**config.mk**
```make
export PLATFORM = sky130hd
export DESIGN_NAME = ysyx_2022040010_wb_arbiter
export DESIGN_NICKNAME = d
export VERILOG_FILES = /design/src/rtl/ysyx_2022040010_wb_arbiter.sv
export SDC_FILE = /design/constraint.sdc
export NUM_CORES = 1
export LEC_CHECK = 0
export ABC_CLOCK_PERIOD_IN_PS = 10600
export BUFFER_PORTS_ARGS = -buffer_cell sky130_fd_sc_hd__buf_2
export CORE_ASPECT_RATIO = 2
export CORE_MARGIN = 3
export CORE_UTILIZATION = 57
export DETAILED_ROUTE_END_ITERATION = 7
export PLACE_DENSITY_LB_ADDON = 0.15
export SETUP_SLACK_MARGIN = 0.4
export SLEW_MARGIN = 20
export SYNTH_ARGS = -nofsm -noshare
export SYNTH_HDL_FRONTEND = slang
export SYNTH_SLANG_ARGS = --single-unit
```
**constraint.sdc**
```tcl
create_clock -name clk -period 10.6 [get_ports clk]
set_clock_uncertainty 0.1 [all_clocks]
set_input_delay 2.12 -clock clk [delete_from_list [all_inputs] [get_ports clk]]
set_output_delay 2.12 -clock clk [all_outputs]
set_load 0.05 [all_outputs]
```
**src/rtl/ysyx_2022040010_wb_arbiter.sv**
```systemverilog
// ysyx_2022040010_wb_arbiter
// Writeback arbiter: single-cycle ALU results (A) and buffered multi-cycle
// results (B, 2-entry FIFO) share the one regfile write port. The write
// port (we/waddr/wdata) is registered.
// Optional build macro: WB_STARVE_GUARD_EN enables an anti-starvation counter
// that forces a FIFO head write after STARVE_LIMIT consecutive A wins.
module ysyx_2022040010_wb_arbiter #(
    parameter int unsigned XLEN         = 64,
    parameter int unsigned AW           = 5,
    parameter int unsigned STARVE_LIMIT = 4
) (
    input  logic            clk,
    input  logic            rst,
    input  logic            a_valid,
    output logic            a_ready,
    input  logic [AW-1:0]   a_rd,
    input  logic [XLEN-1:0] a_data,
    input  logic            b_valid,
    output logic            b_ready,
    input  logic [AW-1:0]   b_rd,
    input  logic [XLEN-1:0] b_data,
    output logic            we,
    output logic [AW-1:0]   waddr,
    output logic [XLEN-1:0] wdata,
    output logic [1:0]      b_cnt
);

    typedef struct packed {
        logic [AW-1:0]   rd;
        logic [XLEN-1:0] data;
    } wb_ent_t;

    wb_ent_t         fifo_mem [2];
    logic            wptr;
    logic            rptr;

    logic            a_fire;
    logic            b_push;
    logic            b_pop;
    logic            sel;
    logic [AW-1:0]   sel_rd;
    logic [XLEN-1:0] sel_data;

`ifdef WB_STARVE_GUARD_EN
    localparam int unsigned SW = (STARVE_LIMIT < 1) ? 1 : $clog2(STARVE_LIMIT + 1);

    logic [SW-1:0] starve;
    logic          starve_hit;

    // Starvation limit reached: refuse A so the FIFO head takes the port.
    assign starve_hit = (starve == SW'(STARVE_LIMIT));
    assign a_ready    = rst && !starve_hit;

    // Count consecutive A wins while B waits; any pop or empty FIFO clears it.
    always_ff @(posedge clk or negedge rst) begin
        if (!rst) begin
            starve <= '0;
        end else if (b_pop || (b_cnt == 2'd0)) begin
            starve <= '0;
        end else if (a_fire && !starve_hit) begin
            starve <= starve + SW'(1);
        end
    end
`else
    logic unused_starve_limit;

    // A always wins in the base build.
    assign a_ready             = rst;
    assign unused_starve_limit = ^STARVE_LIMIT;
`endif

    // B may push whenever the FIFO is not full; same-cycle pop is not credited.
    assign b_ready = rst && (b_cnt != 2'd2);

    // Per-cycle arbitration: A transfer first, else FIFO head, else idle.
    always_comb begin
        a_fire   = a_valid && a_ready;
        b_push   = b_valid && b_ready;
        b_pop    = 1'b0;
        sel      = 1'b0;
        sel_rd   = '0;
        sel_data = '0;
        if (a_fire) begin
            sel      = 1'b1;
            sel_rd   = a_rd;
            sel_data = a_data;
        end else if (b_cnt != 2'd0) begin
            b_pop    = 1'b1;
            sel      = 1'b1;
            sel_rd   = fifo_mem[rptr].rd;
            sel_data = fifo_mem[rptr].data;
        end
    end

    // FIFO storage; contents need no reset since b_cnt gates every read.
    always_ff @(posedge clk) begin
        if (b_push) begin
            fifo_mem[wptr] <= '{rd: b_rd, data: b_data};
        end
    end

    // FIFO pointers and occupancy.
    always_ff @(posedge clk or negedge rst) begin
        if (!rst) begin
            wptr  <= 1'b0;
            rptr  <= 1'b0;
            b_cnt <= 2'd0;
        end else begin
            if (b_push) begin
                wptr <= ~wptr;
            end
            if (b_pop) begin
                rptr <= ~rptr;
            end
            if (b_push && !b_pop) begin
                b_cnt <= b_cnt + 2'd1;
            end else if (b_pop && !b_push) begin
                b_cnt <= b_cnt - 2'd1;
            end
        end
    end

    // Registered regfile write port; x0 results are consumed without a write.
    always_ff @(posedge clk or negedge rst) begin
        if (!rst) begin
            we    <= 1'b0;
            waddr <= '0;
            wdata <= '0;
        end else begin
            we <= sel && (sel_rd != '0);
            if (sel) begin
                waddr <= sel_rd;
                wdata <= sel_data;
            end
        end
    end

endmodule

```
* Word-level counts from Yosys, hierarchy flattened
Memories as Yosys holds them, arrays and structs flattened. Index checks and enable logic that the tools add are counted.
Word-level totals: register bits 74, memory bits (writable) 138, input bits 142, output and inout bits 74, word-level logic and storage cells 34, memories kept 1
Operators by class: add/sub/neg operators 2, equal/unequal tests 1, multiplexer cells 11, bitwise operators 2, reductions and logical operators 11
Memory list:
- fifo_mem | words 2, bits a word 69, rd ports 1, clocked after Yosys merged registers in 0, wr ports 1, line 33 | wb_ent_t fifo_mem [2];
Operators by type and width (number):
- 64-bit 2-to-1 mux | 2
- 5-bit 2-to-1 mux | 2
- 1-bit logical AND | 6
- 1-bit 2-to-1 mux | 5
- 5-bit nonzero test | 1
- 2-bit 2-to-1 mux | 2
- 2-bit nonzero test | 2
- 2-bit by 1-bit adder with 2-bit output (second input constant) | 1
- 1-bit zero test | 2
- 2-bit inequality test (second input constant) | 1
- 1-bit NOT | 2
- 2-bit by 1-bit subtractor with 2-bit output (second input constant) | 1

* Logic depth before layout (Yosys ltp)
Gate-level depths: netlist (run 1).
word-level depth 7, depth in mapped cells 8, depth with buffers taken out 8

* Least setup slack after synthesis (run 1)
OpenSTA, ideal clock, no wires.
path kind input to register, start point in rst, end point mem fifo_mem[0][0] in the netlist's numbering, enable pin, library setup time 0.497 ns, data arrival time 6.595 ns, required time 10.003 ns, setup slack 3.408 ns, cell stages on the path 3, buffers on the path 0, cells stage by stage a21boi_0 > nand2_1 > nor2_1
On the way: cells in the longest elaborated chain, start to end 4
RTL lines:
- start, declared | line 13 | input logic rst,
- 1-bit logical AND | line 73 | assign b_ready = rst && (b_cnt != 2'd2);
- 1-bit logical AND | line 78 | b_push = b_valid && b_ready;
- 1-bit 2-to-1 mux | line 97 | if (b_push) begin
- 1-bit 2-to-1 mux (implied by the code) | line 98 | fifo_mem[wptr] <= '{rd: b_rd, data: b_data};
- end, declared | line 33
Every way passes these cells.

* Worst setup path after layout (run 1)
start point in rst, end point out b_ready
On the way: cells in the longest elaborated chain, start to end 1
RTL lines:
- 1-bit logical AND | line 73
- end, declared | line 19 | output logic b_ready,
Every way passes these cells.

==> results of run 1 <==
[final cells by class]
cell class	instances	area (um^2)
clock inverters	10	51.3
well taps	189	236
diodes	4	10.0
repair buffers	221	1140
multi-input cells	354	2030
inverters	2	7.51
fillers	1078	4070
clock buffers	24	494
flip-flops and latches	212	6000
[metal layers]
metal	track usage	share of wire	vias to the layer above
met5	0	0	-
met4	0.0806	0.027	0
met3	0.0405	0.055	31
met2	0.410	0.55	174
met1	0.244	0.37	2595
li1	-	-	2575
[synth_stat cells (5+ instances only)]
cell / number
sky130_fd_sc_hd__o21ai_1: 58
sky130_fd_sc_hd__nand2_1: 132
sky130_fd_sc_hd__clkbuf_2: 5
sky130_fd_sc_hd__clkbuf_1: 10
sky130_fd_sc_hd__edfxtp_1: 138
sky130_fd_sc_hd__dfrtp_1: 74
sky130_fd_sc_hd__mux2i_1: 69
sky130_fd_sc_hd__o21ai_0: 70
sky130_fd_sc_hd__buf_6: 12
sky130_fd_sc_hd__buf_2: 9
[power breakdown]
part	switching [uW]	internal [uW]
clock	278	332
combinational	910	318
sequential	115	1100
[kinds of logic (layout without fill, tap and decap cells)]
group	after synthesis	in the layout	share of synthesized area
mux	69	69	0.0834
flops	212	212	0.724
xor+xnor	5	5	0.00529
fa+ha+maj	1	1	0.00151
simple gates	140	140	0.0650
compound gates	139	139	0.0886
buf+inv	40	257	0.0320
other cells	0	4	0
[worst max-delay path, cell delays in order]
cell and delay, ns:
sky130_fd_sc_hd__buf_4 0.10, sky130_fd_sc_hd__a21boi_0 0.32, sky130_fd_sc_hd__buf_2 0.34
[registers in the layout, summed over array words and instances, names as in the netlist]
signal,count
wptr,1
fifo_mem,138
rptr,1
waddr,5
we,1
wdata,64
b_cnt,2
[stage by stage]
| step | setup slack (ns) | cell area [um^2] | total power, uW | std cells | hold slack [ns] |
|---|---|---|---|---|---|
| 2_1_floorplan | 3.41 | 8280 | 2190 | 606 | 0.361 |
| 3_3_place_gp | 5.52 | 9390 | 2440 | 977 | 0.356 |
| 3_5_place_dp | 5.50 | 9390 | 2470 | 977 | 0.366 |
| 4_1_cts | 5.49 | 9940 | 3090 | 1011 | 0.381 |
| 5_1_grt | 5.45 | 9980 | 3220 | 1016 | 0.415 |
| 6_report | 5.50 | 9980 | 3060 | 1016 | 0.375 |
[worst max-delay path by stage]
stage | slack, ns | end | startpoint | cells after the start
2_1_floorplan | 3.41 | fifo_mem[0][0] | rst | 3
6_report | 5.50 | b_ready | rst | 3
3_5_place_dp | 5.50 | b_ready | rst | 3
4_1_cts | 5.49 | b_ready | rst | 3
3_3_place_gp | 5.52 | b_ready | rst | 3
5_1_grt | 5.45 | b_ready | rst | 3
==> load_flow_metrics.sql, run 1 <==
INSERT INTO impl_metrics (metric_group, metric, value, unit) VALUES
('cells_and_area', 'syn_to_final_growth', '20.5', '%'),
('worst_setup_path', 'start_kind', 'input port', ''),
('die', 'placement_rows', '61', ''),
('die', 'fp.dieArea', '16100', 'um^2'),
('sta', 'unrepaired_setup_endpoints_after_global_routing', 'no', ''),
('yosys', 'synth-edff-count', '138', ''),
('yosys', 'count_of_mapped_cells_out_of_synthesis', '606', ''),
('sta', 'post_route_fraction_of_the_period_consumed_by_the_critical_path', '0.481', ''),
('detailed_routing', 'num_vias', '5375', ''),
('sta', 'setup_total_negative_slack', '0', 'ns'),
('min_path', 'worst_hold_path_type', 'reg -> reg', ''),
('cells_and_area', 'fraction_of_final_layout_cells_with_drive_strength_greater_than_1', '0.305', ''),
('detailed_routing', 'routedWlPerCell', '17.5', 'um'),
('sta', 'timing.max_slew.rel_slack', '0.323', ''),
('detailed_routing', 'avgViaCountPerCell', '5.29', ''),
('worst_setup_path', 'worstRegToRegCells', '5', ''),
('clock_network', 'clock_latency', '0.48', 'ns'),
('die', 'boundaryPins', '216', ''),
('clock_network', 'clockBufferDepth', '3', ''),
('yosys', 'syn-mean-instance-area', '13.7', 'um^2'),
('cells_and_area', 'leading_cell_type_in_the_layout_fill_and_taps_excluded', 'sky130_fd_sc_hd__buf_2', ''),
('place', 'place_congestion', '0.771', ''),
('power', 'maximum_vdd_drop', '0.000225', 'V'),
('clock_network', 'clock_sink_count', '212', ''),
('clock_network', 'cts.repair.resized', '0', ''),
('status', 'run_status', 'completed', ''),
('min_path', 'hold_depth', '1', ''),
('min_path', 'hold_end', 'waddr[3]', ''),
('global_route', 'grt_antenna_before_repair', '4', ''),
('clock_network', 'cts_root_buffer', 'sky130_fd_sc_hd__clkbuf_16', ''),
('clock_network', 'htree_num_levels', '1', ''),
('yosys', 'yosys.cell_types.count', '25', ''),
('die', 'chipWidth', '91.2', 'um'),
('clock_network', 'cts.clk_slew.worst_paths', '0.07', 'ns'),
('worst_setup_path', 'crit_required', '8.38', 'ns'),
('min_path', 'hold_path_startpoint', 'waddr[3]', ''),
('worst_setup_path', 'startpoint_of_the_worst_register_to_register_path', 'b_cnt[0]', ''),
('die', 'coreArea', '14000', 'um^2'),
('yosys', 'netlist_top_cells_area', 'sky130_fd_sc_hd__edfxtp_1 50%, sky130_fd_sc_hd__dfrtp_1 22%, sky130_fd_sc_hd__mux2i_1 8.3%', ''),
('detailed_routing', 'detail_route.wirelength', '17.7', 'mm'),
('detailed_routing', 'detailedRoute.firstIterationViolations', '259', ''),
('clock_network', 'cts_bufs_inserted', '19', ''),
('yosys', 'synth.ff_latch_count', '212', ''),
('sta', 'period_needed', '5.10', 'ns'),
('sta', 'timing.fmax', '0.196', 'GHz'),
('yosys', 'synthesis.area', '8280', 'um^2'),
('yosys', 'synth-seq-area-share', '0.724', ''),
('detailed_routing', 'first_pass_iters', '5', ''),
('yosys', 'synth-main-ff-cell', 'sky130_fd_sc_hd__edfxtp_1', ''),
('die', 'die-height', '176', 'um'),
('sta', 'setup_viol', '0', ''),
('cells_and_area', 'utilization', '0.710', ''),
('clock_network', 'tritoncts', 'yes', ''),
('sta', 'timing.final.max_slew_violations', '0', ''),
('clock_network', 'post_cts.repair.setup_buffers', '0', ''),
('place', 'detailedPlacementHpwl', '11.8', 'mm'),
('clock_network', 'post_cts_hold_buffer_count', '0', ''),
('sta', 'hold_violations', '0', ''),
('place', 'numPortBuffers', '215', ''),
('global_route', 'grt_first_pass_wirelength', '27.8', 'mm'),
('worst_setup_path', 'critical_path_arrival', '2.88', 'ns'),
('global_route', 'globalRouteOverflowTotal', '0', ''),
('yosys', 'synth_top_cell_by_area', 'sky130_fd_sc_hd__edfxtp_1', ''),
('die', 'floorplan.initialDensity', '0.590', ''),
('detailed_routing', 'drt_drc_violations_left', '0', ''),
('cells_and_area', 'nets', '953', ''),
('power', 'leakage', '0.00425', 'uW'),
('global_route', 'groute.usage.overall', '0.219', ''),
('global_route', 'pin_count_of_the_biggest_net_entering_global_routing', '104', ''),
('worst_setup_path', 'crit_path_max_fanout', '3', ''),
('sta', 'worst_pin_slew', '1.01', 'ns');
(Power assumes the default switching activity.)
==> run 2: changes to the inputs <==
--- a/config.mk
+++ b/config.mk
@@ -5,11 +5,12 @@
 export SDC_FILE = /design/constraint.sdc
 export NUM_CORES = 1
 export LEC_CHECK = 0
-export ABC_CLOCK_PERIOD_IN_PS = 10600
+export ABC_AREA = 1
+export ABC_CLOCK_PERIOD_IN_PS = 4520
 export BUFFER_PORTS_ARGS = -buffer_cell sky130_fd_sc_hd__buf_2
 export CORE_ASPECT_RATIO = 2
 export CORE_MARGIN = 3
-export CORE_UTILIZATION = 57
+export CORE_UTILIZATION = 47
 export DETAILED_ROUTE_END_ITERATION = 7
 export PLACE_DENSITY_LB_ADDON = 0.15
 export SETUP_SLACK_MARGIN = 0.4
==> constraint.sdc (replaced) <==
create_clock -name clk -period 4.52 [get_ports clk]
set_clock_uncertainty 0.1 [all_clocks]
set_input_delay 0.904 -clock clk [delete_from_list [all_inputs] [get_ports clk]]
set_output_delay 0.904 -clock clk [all_outputs]
set_load 0.05 [all_outputs]
==> run 2 against run 1 <==
Compared with the run above:
- worst hold slack got worse by 0.18 ns
- setup slack got worse by 3.7 ns
- largest power group unchanged
- clock-buffer cell count is 4 higher
- highest routed layer unchanged
==> load_flow_metrics.sql, run 2 <==
INSERT INTO impl_metrics (metric_group, metric, value, unit) VALUES
('clock_network', 'tritoncts', 'yes', ''),
('yosys', 'syn-mean-instance-area', '11.8', 'um^2'),
('clock_network', 'clock_latency', '0.47', 'ns'),
('clock_network', 'cts.repair.resized', '0', ''),
('yosys', 'synthesis.area', '8260', 'um^2'),
('detailed_routing', 'topRoutingLayerUsed', 'met4', ''),
('place', 'place_congestion', '0.827', ''),
('yosys', 'synthesis.yosys.warnings', '0', ''),
('detailed_routing', 'avgViaCountPerCell', '5.24', ''),
('detailed_routing', 'drt_drc_violations_left', '0', ''),
('detailed_routing', 'met3RoutedLength', '1.36', 'mm'),
('detailed_routing', 'first_pass_iters', '5', ''),
('die', 'fp.dieArea', '19300', 'um^2'),
('clock_network', 'clock_sink_count', '212', ''),
('job', 'drv_cap', '0', ''),
('yosys', 'synth.most_common_cell', 'sky130_fd_sc_hd__nand2_1', ''),
('global_route', 'globalRouteOverflowTotal', '0', ''),
('yosys', 'synth_top_cell_by_area', 'sky130_fd_sc_hd__edfxtp_1', ''),
('detailed_routing', 'detail_route.wirelength', '20.7', 'mm'),
('yosys', 'synth-seq-area-share', '0.726', ''),
('worst_setup_path', 'critical_path.endpoint_type', 'output pin', ''),
('sta', 'setup_viol', '0', ''),
('yosys', 'synthArstFlopShare', '0.349', ''),
('global_route', 'grt_first_pass_wirelength', '31.9', 'mm'),
('detailed_routing', 'met2_wirelength', '11.4', 'mm'),
('cells_and_area', 'finalInstanceArea', '10100', 'um^2'),
('status', 'run_status', 'completed', ''),
('worst_setup_path', 'crit_required', '3.52', 'ns'),
('worst_setup_path', 'crit_path_cell_trace', 'buf_4, a21boi_1, buf_2', ''),
('yosys', 'ys_top_cells_by_count', '285 x sky130_fd_sc_hd__nand2_1, 138 x sky130_fd_sc_hd__edfxtp_1, 74 x sky130_fd_sc_hd__dfrtp_1, 74 x sky130_fd_sc_hd__nand3_1, 65 x sky130_fd_sc_hd__a22oi_1', ''),
('sta', 'timing.final.max_slew_violations', '0', ''),
('worst_setup_path', 'critical_path_arrival', '1.71', 'ns'),
('detailed_routing', 'post_route_antenna_net_violation_count', '0', ''),
('cells_and_area', 'fin_cells', '1133', ''),
('global_route', 'grt_antenna_before_repair', '7', ''),
('cells_and_area', 'most-common-layout-cells', '285 x sky130_fd_sc_hd__nand2_1, 214 x sky130_fd_sc_hd__buf_2, 138 x sky130_fd_sc_hd__edfxtp_1, 74 x sky130_fd_sc_hd__nand3_1, 73 x sky130_fd_sc_hd__dfrtp_1', ''),
('detailed_routing', 'routedWlPerCell', '18.3', 'um'),
('power', 'comb_power_share', '0.404', ''),
('global_route', 'groute.usage.overall', '0.212', ''),
('place', 'post_dp_cell_area', '9520', 'um^2'),
('yosys', 'synth-edff-count', '138', ''),
('clock_network', 'post_cts_hold_buffer_count', '0', ''),
('clock_network', 'cts_bufs_inserted', '19', ''),
('global_route', 'grt_pass1_vias', '6045', ''),
('global_route', 'pin_count_of_the_biggest_net_entering_global_routing', '71', ''),
('die', 'coreArea', '17300', 'um^2'),
('clock_network', 'clockBufferDepth', '3', ''),
('sta', 'unrepaired_setup_endpoints_after_global_routing', 'no', ''),
('yosys', 'synth.ff_latch_count', '212', ''),
('die', 'boundaryPins', '216', ''),
('cells_and_area', 'leading_cell_type_in_the_layout_fill_and_taps_excluded', 'sky130_fd_sc_hd__nand2_1', ''),
('sta', 'period_needed', '2.71', 'ns'),
('detailed_routing', 'num_vias', '5937', ''),
('sta', 'post_route_fraction_of_the_period_consumed_by_the_critical_path', '0.599', ''),
('yosys', 'yosys.cell_types.count', '21', ''),
('worst_setup_path', 'crit_path_max_fanout', '18', ''),
('min_path', 'worst_hold_path_type', 'in -> async', ''),
('cells_and_area', 'largest_register_ffs', '138', ''),
('cells_and_area', 'syn_to_final_growth', '22.7', '%'),
('yosys', 'synth.top_cell.area_share', '0.502', ''),
('detailed_routing', 'detailedRoute.firstIterationViolations', '286', ''),
('power', 'switching_share', '0.433', ''),
('power', 'p_int', '4130', 'uW'),
('yosys', 'count_of_mapped_cells_out_of_synthesis', '701', ''),
('cells_and_area', 'fraction_of_final_layout_cells_with_drive_strength_greater_than_1', '0.284', ''),
('sta', 'setup_total_negative_slack', '0', 'ns'),
('die', 'floorplan.initialDensity', '0.478', ''),
('yosys', 'synth-main-ff-cell', 'sky130_fd_sc_hd__edfxtp_1', ''),
('clock_network', 'htree_num_levels', '1', ''),
('cells_and_area', 'largest_register', 'fifo_mem', ''),
('place', 'detailedPlacementHpwl', '13.7', 'mm'),
('cells_and_area', 'nets', '1047', ''),
('sta', 'timing.fmax', '0.369', 'GHz'),
('die', 'die-height', '193', 'um'),
('power', 'total_switching_power', '3150', 'uW'),
('power', 'share_clk_of_total_power', '0.212', ''),
('clock_network', 'cts.clk_slew.worst_paths', '0.07', 'ns'),
('power', 'leakage', '0.00464', 'uW'),
('cells_and_area', 'leading_registers_by_flop_count', 'fifo_mem (138), wdata (64), waddr (5)', ''),
('place', 'numPortBuffers', '215', ''),
('worst_setup_path', 'timing.setup.critical_path_class', 'in -> out', ''),
('place', 'placed_cells', '1093', ''),
('die', 'placement_rows', '68', ''),
('sta', 'timing.max_slew.rel_slack', '0.425', ''),
('power', 'power_frac_seq', '0.383', ''),
('worst_setup_path', 'start_kind', 'input port', ''),
('clock_network', 'post_cts.repair.setup_buffers', '0', ''),
('sta', 'hold_violations', '0', ''),
('detailed_routing', 'route.layer.met1.wl', '7.20', 'mm'),
('worst_setup_path', 'cp_slowest_stage_delay', '0.30', 'ns'),
('sta', 'worst_pin_slew', '0.862', 'ns'),
('yosys', 'netlist_top_cells_area', 'sky130_fd_sc_hd__edfxtp_1 50%, sky130_fd_sc_hd__dfrtp_1 22%, sky130_fd_sc_hd__nand2_1 13%', ''),
('yosys', 'mappedNetlistNets', '844', ''),
('power', 'power_density', '718', 'nW/um^2'),
('clock_network', 'cts_root_buffer', 'sky130_fd_sc_hd__clkbuf_16', ''),
('die', 'chipWidth', '99.7', 'um'),
('worst_setup_path', 'cp_slowest_cell', 'sky130_fd_sc_hd__buf_2', ''),
('worst_setup_path', 'worstRegToRegCells', '5', ''),
('power', 'maximum_vdd_drop', '0.000405', 'V');
## run 2: changes by cell type in the layout (fill, tap and decap cells not counted), moves of 58 or more
cell                      before  now
sky130_fd_sc_hd__nand3_1       0   74
sky130_fd_sc_hd__o21ai_1      58    0
sky130_fd_sc_hd__o21ai_0      70    1
sky130_fd_sc_hd__nand2_1     132  285
sky130_fd_sc_hd__mux2i_1      69    0
sky130_fd_sc_hd__a22oi_1       0   65
## run 2: power groups by stage
stage | clock [uW] | combinational, uW | sequential, uW
2_1_floorplan | 0 | 1070 | 3920
3_3_place_gp | 0 | 2920 | 2810
3_5_place_dp | 0 | 2980 | 2820
4_1_cts | 1580 | 2980 | 2790
5_1_grt | 1650 | 3180 | 2830
6_report | 1550 | 2940 | 2790
## run 2: path summary, 6_finish.rpt
| kind | endpoint | slack [ns] | from |
|---|---|---|---|
| setup / recovery | b_ready | 1.81 | rst |
| hold / removal | wdata[40] | 0.20 | rst |
| setup reg to reg | fifo_mem[1][3] | 2.22 | b_cnt[0] |
| hold reg to reg | wdata[22] | 0.40 | wdata[22] |
| max in group asynchronous | rptr | 2.95 | rst |
| min in group clk | wdata[22] | 0.40 | wdata[22] |
## run 2: cell type report
| type | count | area [um^2] |
|---|---|---|
| inverters | 6 | 22.5 |
| diodes | 7 | 17.5 |
| clock inverters | 5 | 51.3 |
| repair buffers | 226 | 1190 |
| well taps | 210 | 263 |
| flip-flops and latches | 212 | 6000 |
| clock buffers | 28 | 539 |
| multi-input cells | 439 | 2050 |
| fillers | 1459 | 7140 |
## run 2: layer usage
metal | vias up | track usage
li1 | 2833 | -
met1 | 2832 | 0.236
met2 | 232 | 0.389
met3 | 40 | 0.0339
met4 | 0 | 0.0912
met5 | - | 0
## run 2: stage by stage
stage	worst slack [ns]	utilization	hold WS, ns	power (uW)
after floorplan	0.762	-	0.424	4990
after global placement	1.55	0.551	0.384	5720
after detailed placement	1.48	0.551	0.388	5800
after CTS	1.79	0.585	0.192	7340
after global routing	1.73	0.586	0.199	7670
final	1.81	0.586	0.199	7270
## run 2: worst max-delay path: cells and delay by family
| kind | cells | cell delay (ns) |
|---|---|---|
| buffers and inverters | 2 | 0.54 |
| AO/OA/AOI/OAI | 1 | 0.25 |
## run 2: cells by family (layout without fill, tap and decap cells)
group           Yosys count  after routing  share of synthesized area
compound gates           68             68                     0.0612
buf+inv                  50            265                     0.0271
other cells               0              7                          0
simple gates            366            366                      0.180
fa+ha+maj                 1              1                    0.00152
xor+xnor                  4              4                    0.00424
flops                   212            212                      0.726
